`src/rtl/bank_cmd_sequencer.sv`:
```
`default_nettype none
// ============================================================================
// Module  : bank_cmd_sequencer
// Purpose : Per-request ACT/PRE/RD/WR sequencer with 16-entry open-row table.
// Rev     : 1.0
// ============================================================================
module bank_cmd_sequencer #(
  parameter int unsigned T_RCD = 4,
  parameter int unsigned T_RP  = 4,
  parameter int unsigned T_CCD = 2
) (
  input  logic        sys_clk,
  input  logic        sys_rst,
  input  logic        req_valid,
  output logic        req_ready,
  input  logic        req_we,
  input  logic [15:0] req_row,
  input  logic [9:0]  req_col,
  input  logic [1:0]  req_bank_group,
  input  logic [1:0]  req_bank,
  output logic        cmd_valid,
  output logic [1:0]  cmd_type,
  output logic [15:0] cmd_row,
  output logic [9:0]  cmd_col,
  output logic [1:0]  cmd_bank_group,
  output logic [1:0]  cmd_bank,
  output logic        busy
);

  typedef enum logic [2:0] {
    ST_IDLE     = 3'd0,
    ST_PRE      = 3'd1,
    ST_WAIT_RP  = 3'd2,
    ST_ACT      = 3'd3,
    ST_WAIT_RCD = 3'd4,
    ST_COL      = 3'd5
  } state_e;

  localparam logic [1:0] CMD_ACT = 2'd0;
  localparam logic [1:0] CMD_RD  = 2'd1;
  localparam logic [1:0] CMD_WR  = 2'd2;
  localparam logic [1:0] CMD_PRE = 2'd3;

  localparam logic [3:0] RCD_LOAD = 4'(T_RCD - 1);
  localparam logic [3:0] RP_LOAD  = 4'(T_RP - 1);
  localparam logic [3:0] CCD_LOAD = 4'(T_CCD - 1);

  state_e      state_q, state_d;
  logic        we_q, we_d;
  logic [15:0] row_q, row_d;
  logic [9:0]  col_q, col_d;
  logic [1:0]  bg_q, bg_d;
  logic [1:0]  ba_q, ba_d;
  logic [3:0]  timer_q, timer_d;
  logic [3:0]  ccd_q, ccd_d;

  logic [15:0] open_q;
  logic [15:0] open_row_q [16];

  // Last-issued field values, presented while a field is not being driven
  logic [1:0]  cmd_type_q;
  logic [15:0] cmd_row_q;
  logic [9:0]  cmd_col_q;
  logic [1:0]  cmd_bg_q;
  logic [1:0]  cmd_ba_q;

  logic        accept;
  logic [3:0]  lookup_idx;
  logic [3:0]  tbl_idx;
  logic        issue;
  logic [1:0]  issue_type;
  logic        tbl_set;
  logic        tbl_clr;

  assign req_ready  = (state_q == ST_IDLE) && !sys_rst;
  assign accept     = req_valid && req_ready;
  assign lookup_idx = {req_bank_group, req_bank};
  assign tbl_idx    = {bg_q, ba_q};
  assign busy       = (state_q != ST_IDLE);

  always_comb begin
    state_d    = state_q;
    we_d       = we_q;
    row_d      = row_q;
    col_d      = col_q;
    bg_d       = bg_q;
    ba_d       = ba_q;
    timer_d    = timer_q;
    ccd_d      = (ccd_q != 4'd0) ? ccd_q - 4'd1 : 4'd0;
    issue      = 1'b0;
    issue_type = CMD_ACT;
    tbl_set    = 1'b0;
    tbl_clr    = 1'b0;

    case (state_q)
      ST_IDLE: begin
        if (accept) begin
          we_d  = req_we;
          row_d = req_row;
          col_d = req_col;
          bg_d  = req_bank_group;
          ba_d  = req_bank;
          if (open_q[lookup_idx] && (open_row_q[lookup_idx] == req_row)) begin
            state_d = ST_COL;
          end else if (open_q[lookup_idx]) begin
            state_d = ST_PRE;
          end else begin
            state_d = ST_ACT;
          end
        end
      end
      ST_PRE: begin
        issue      = 1'b1;
        issue_type = CMD_PRE;
        tbl_clr    = 1'b1;
        timer_d    = RP_LOAD;
        state_d    = (T_RP == 1) ? ST_ACT : ST_WAIT_RP;
      end
      ST_WAIT_RP: begin
        if (timer_q <= 4'd1) begin
          state_d = ST_ACT;
        end else begin
          timer_d = timer_q - 4'd1;
        end
      end
      ST_ACT: begin
        issue      = 1'b1;
        issue_type = CMD_ACT;
        tbl_set    = 1'b1;
        timer_d    = RCD_LOAD;
        state_d    = (T_RCD == 1) ? ST_COL : ST_WAIT_RCD;
      end
      ST_WAIT_RCD: begin
        if (timer_q <= 4'd1) begin
          state_d = ST_COL;
        end else begin
          timer_d = timer_q - 4'd1;
        end
      end
      ST_COL: begin
        // Column commands wait out tCCD from the previous one
        if (ccd_q == 4'd0) begin
          issue      = 1'b1;
          issue_type = we_q ? CMD_WR : CMD_RD;
          ccd_d      = CCD_LOAD;
          state_d    = ST_IDLE;
        end
      end
      default: state_d = ST_IDLE;
    endcase
  end

  always_comb begin
    cmd_valid      = issue;
    cmd_type       = issue ? issue_type : cmd_type_q;
    cmd_row        = (issue && issue_type == CMD_ACT) ? row_q : cmd_row_q;
    cmd_col        = (issue && (issue_type == CMD_RD || issue_type == CMD_WR)) ? col_q : cmd_col_q;
    cmd_bank_group = issue ? bg_q : cmd_bg_q;
    cmd_bank       = issue ? ba_q : cmd_ba_q;
  end

  always_ff @(posedge sys_clk) begin
    if (sys_rst) begin
      state_q    <= ST_IDLE;
      we_q       <= 1'b0;
      row_q      <= '0;
      col_q      <= '0;
      bg_q       <= '0;
      ba_q       <= '0;
      timer_q    <= '0;
      ccd_q      <= '0;
      open_q     <= '0;
      open_row_q <= '{default: '0};
      cmd_type_q <= '0;
      cmd_row_q  <= '0;
      cmd_col_q  <= '0;
      cmd_bg_q   <= '0;
      cmd_ba_q   <= '0;
    end else begin
      state_q <= state_d;
      we_q    <= we_d;
      row_q   <= row_d;
      col_q   <= col_d;
      bg_q    <= bg_d;
      ba_q    <= ba_d;
      timer_q <= timer_d;
      ccd_q   <= ccd_d;
      if (issue) begin
        cmd_type_q <= cmd_type;
        cmd_row_q  <= cmd_row;
        cmd_col_q  <= cmd_col;
        cmd_bg_q   <= cmd_bank_group;
        cmd_ba_q   <= cmd_bank;
      end
      if (tbl_clr) begin
        open_q[tbl_idx] <= 1'b0;
      end
      if (tbl_set) begin
        open_q[tbl_idx]     <= 1'b1;
        open_row_q[tbl_idx] <= row_q;
      end
    end
  end

endmodule
`default_nettype wire

```
`config.mk`:
```
export PLATFORM = sky130hd
export DESIGN_NAME = bank_cmd_sequencer
export DESIGN_NICKNAME = d
export VERILOG_FILES = /design/src/rtl/bank_cmd_sequencer.sv
export SDC_FILE = /design/constraint.sdc
export NUM_CORES = 1
export LEC_CHECK = 0
export CORE_ASPECT_RATIO = 0.5
export CORE_MARGIN = 10
export CORE_UTILIZATION = 60
export DETAILED_ROUTE_END_ITERATION = 16
export PLACE_DENSITY = 0.79
export SYNTH_ARGS = -nofsm -noshare
export SYNTH_HDL_FRONTEND = slang
export SYNTH_SLANG_ARGS = --single-unit
```
`constraint.sdc`:
```
create_clock -name sys_clk -period 3.5 [get_ports sys_clk]
set_input_delay 0.7 -clock sys_clk [delete_from_list [all_inputs] [get_ports sys_clk]]
set_output_delay 0.7 -clock sys_clk [all_outputs]
set_load 0.05 [all_outputs]
```
==> results.cfg <==
[detailed_routing]
wl_met1_mm = 17.44
firstDrtPassIters = 6
ant_nets = 0
wl_met3_mm = 5.599
vias_per_cell = 6.241
routed-via-count = 13160
finalWirelength_mm = 45.09
topRoutingLayerUsed = met5
route.detailed.wl_per_inst_um = 21.39
detail_route.drc_violations = 0
drtIter0Drc = 1901
wire_length_on_met2_mm = 20.75

[power_and_ir_drop]
power.clock.fraction_pct = 36.5
power.switching_fraction_pct = 29.82
power.density_cell_area_mw_per_mm2 = 535.0
p_int_mw = 6.415
power.static_leakage_nw = 6.029
share_comb_of_total_power_pct = 17.7
overall_power_after_layout_mw = 9.141
power.share.sequential_pct = 45.8
vdd_ir_drop_max_v = 0.0003964
net-switching-power_mw = 2.726

[finish]
n_fill_cell = 1755
fin_util_pct = 70.11
post-route-cell-area_mm2 = 0.01709
multiInputGateArea_mm2 = 0.007553
antenna_cells_inserted = 0
nNetsFinal = 1787
non_filler_instances = 2108
seqCellArea_mm2 = 0.006927
area_growth_from_synthesis_to_layout_pct = 13.21
post_route_cells_drive_above_1_share_pct = 14.22

[hold_path]
holdPathStages = 2
hold_end = open_row_q[198]
hold_class = flip-flop to flip-flop
timing.hold.worst.start = open_row_q[198]

[floorplan]
number_of_top_level_pins = 69
core_region_area_mm2 = 0.02437
die_h_um = 132.2
std_cell_rows = 40
dieArea_mm2 = 0.03228
starting_density_pct = 61.93
die_extent_in_x_um = 244.3

[global_route]
overflow = 0
first_global_vias = 12650
grt_pass1_wl_mm = 70.52
antenna_found_initial = 2
grt_use_total_pct = 27.03
grt_start_max_net_pins = 280

[clock_tree]
post-cts-setup-buffer-count = 0
cts_tree = done
cts.htree.levels = 1
cts_root_buf = sky130_fd_sc_hd__clkbuf_16
numCtsBuffers = 30
clkSinkCount = 346
clk_pin_slew_worst_paths_ns = 0.07
cts_buffer_depth = 3
insertion_delay_ns = 0.57

[placed_design]
detailed_placement_wirelength_estimate_mm = 28.45
port_buffers = 68
dpl-instance-area_mm2 = 0.01606
gpl.final_weighted_congestion = 0.9215
numPlacedInstances = 2053

[sta]
skew_ns = 0.008256
min_period_ns = 3.415
worst-slew-pin-transition_ns = 1.374
maxSlewViolCount = 0
finalCritPeriodShare_pct = 97.58
timing.max_slew.rel_slack_pct = 8.381
finalSetupViolations = 0
timing_hold_violations_final = 0
max_clock_freq_mhz = 292.8

[logic_synthesis]
synthesis.nets = 1765
number_of_different_library_cells_in_the_post_synthesis_netlist = 62
dominantRegCellSynth = sky130_fd_sc_hd__dfxtp_1
syn_area_mm2 = 0.01509
synthesis.instances = 1728
synth_edf_count = 0
post-synth-top-area-fraction_pct = 45.89
synth_most_common_cell = sky130_fd_sc_hd__nand2_1
synth.cells.most_frequent = sky130_fd_sc_hd__nand2_1, sky130_fd_sc_hd__dfxtp_1, sky130_fd_sc_hd__a21oi_1
yosys_register_bits = 346
netlist.top_cell.by_area = sky130_fd_sc_hd__dfxtp_1
post_synth_main_area_contributors = sky130_fd_sc_hd__dfxtp_1, sky130_fd_sc_hd__nand2_1, sky130_fd_sc_hd__mux4_2
asyncSetResetFlopFracSynth_pct = 0
yosysSeqAreaShare_pct = 45.89
postSynthAreaPerCell_um2 = 8.735
yosys_warnings = 0

[setup_path]
cpPeakStageDelay_ns = 0.72
worstSetupPathType = flip-flop to primary output
timing.critical_path.required_ns = 2.80
worst_path_most_repeated_cell = sky130_fd_sc_hd__nand2_1
timing.critical_path.cells = or4_4 > o21ai_1 > nand2_1 > nand2_1 > nand2_1 > clkdlybuf4s50_1
critical_path.max_fanout = 7
crit-reg2reg-launch = state_q[2]
worst_setup_path_end_kind = primary output
critical_path.reg2reg.endpoint = open_row_q[11]
crit_path_start_kind = flip-flop
r2r_setup_slack_ns = 0.56
critical_path_arrival_ns = 2.72
critical-path-slowest-cell = sky130_fd_sc_hd__clkdlybuf4s50_1
worst_r2r_path_depth = 6

[outcome]
status = finished, final reports clean

[job]
cap_viol_max_count = 0
==> stage by stage <==
stage / setup TNS [ns] / setup slack (ns) / hold WS (ns)
CTS: -0.2162 / -0.04027 / 0.4538
finish: 0 / 0.08473 / 0.4562
global placement: 0 / 0.3951 / 0.4380
floorplan: 0 / 0.5415 / 0.4331
detailed placement: 0 / 0.3042 / 0.4448
global route: -0.01136 / -0.007630 / 0.4718
==> state kept, by name (all words and copies together) (netlist names), named ones only <==
name and count:
cmd_col_q 10, cmd_type_q 2, timer_q 4, open_q 15, cmd_row_q 16, cmd_ba_q 2, we_q 1, row_q 16
ccd_q 4, col_q 10, ba_q 2, cmd_bg_q 2, state_q 3, bg_q 2, open_row_q 256
==> cells by family after synthesis <==
| family | share of synthesized area [%] |
|---|---|
| XOR/XNOR | 1.625 |
| flip-flops | 45.89 |
| multiplexers | 16.29 |
| AO/OA/AOI/OAI | 10.34 |
| buffers and inverters | 4.460 |
| adder cells (fa/ha/maj) | 0.3150 |
| AND/OR/NAND/NOR | 21.08 |
==> power groups by stage <==
stage | sequential, mW | clock [mW] | combinational (mW)
finish | 4.18 | 3.34 | 1.62
global route | 4.19 | 3.52 | 1.71
CTS | 4.17 | 3.35 | 1.56
detailed placement | 4.26 | 0 | 1.52
global placement | 4.25 | 0 | 1.48
floorplan | 4.18 | 0 | 1.06
==> layer usage <==
| layer | vias to the layer above | track usage [%] |
|---|---|---|
| met3 | 128 | 5.886 |
| met1 | 6320 | 35.48 |
| li1 | 5875 | - |
| met4 | 2 | 9.571 |
| met2 | 830 | 43.17 |
| met5 | - | 0 |
==> repair_timing <==
item,CTS,global route
gates resized for setup,10,13
pin swaps,1,0
hold buffers,0,0
cloned,1,0
setup endpoints to repair,30,28
==> layout make-up <==
| cell class | instances | share of cell area (%) |
|---|---|---|
| clock buffer | 45 | 5.257 |
| multi-input combinational | 1229 | 44.20 |
| timing repair buffer | 137 | 6.905 |
| inverter | 6 | 0.1611 |
| sequential | 346 | 40.54 |
| tap | 336 | 2.460 |
| clock inverter | 9 | 0.4759 |
==> worst max-delay path, delay by kind of cell, from the launching register on <==
family / cells / cell delay, ns
DFF: 1 / 0.36
AOI/OAI and AO/OA: 1 / 0.13
and+or+nand+nor: 4 / 0.93
buffers and inverters: 1 / 0.72
==> cells in the final DEF, fill, tap and decap left out, types with 4 or more instances in the layout <==
master	n
sky130_fd_sc_hd__clkbuf_8	7
sky130_fd_sc_hd__nor4_1	4
sky130_fd_sc_hd__nor2_1	66
sky130_fd_sc_hd__mux2_1	9
sky130_fd_sc_hd__dfxtp_1	346
sky130_fd_sc_hd__nand3b_1	33
sky130_fd_sc_hd__clkbuf_16	31
sky130_fd_sc_hd__nand2_1	530
sky130_fd_sc_hd__o31ai_1	4
sky130_fd_sc_hd__a211oi_1	4
sky130_fd_sc_hd__clkbuf_1	7
sky130_fd_sc_hd__o21ai_0	8
sky130_fd_sc_hd__xor2_1	11
sky130_fd_sc_hd__o221ai_1	4
sky130_fd_sc_hd__buf_4	92
sky130_fd_sc_hd__mux2i_1	60
sky130_fd_sc_hd__clkdlybuf4s50_1	32
sky130_fd_sc_hd__mux2_2	22
sky130_fd_sc_hd__a22oi_1	4
sky130_fd_sc_hd__buf_12	5
sky130_fd_sc_hd__inv_1	4
sky130_fd_sc_hd__nor2b_1	39
sky130_fd_sc_hd__xnor2_1	17
sky130_fd_sc_hd__nand3_1	37
sky130_fd_sc_hd__a21oi_1	244
sky130_fd_sc_hd__nor3_1	11
sky130_fd_sc_hd__mux4_2	67
sky130_fd_sc_hd__clkinv_2	5
sky130_fd_sc_hd__a31oi_1	4
==> worst max path at each step <==
stage                     startpoint          end  slack, ns  cells after the start
final                       ccd_q[0]  cmd_type[1]       0.08                      6
after global routing        ccd_q[0]  cmd_type[1]     -0.008                      6
after CTS                   ccd_q[0]  cmd_bank[1]      -0.04                      6
after detailed placement    ccd_q[0]   cmd_col[6]       0.30                      7
after global placement      ccd_q[0]   cmd_col[8]       0.40                      7
after floorplan             ccd_q[0]   cmd_row[0]       0.54                      7
Note: power is estimated with default switching activity, not from simulation.
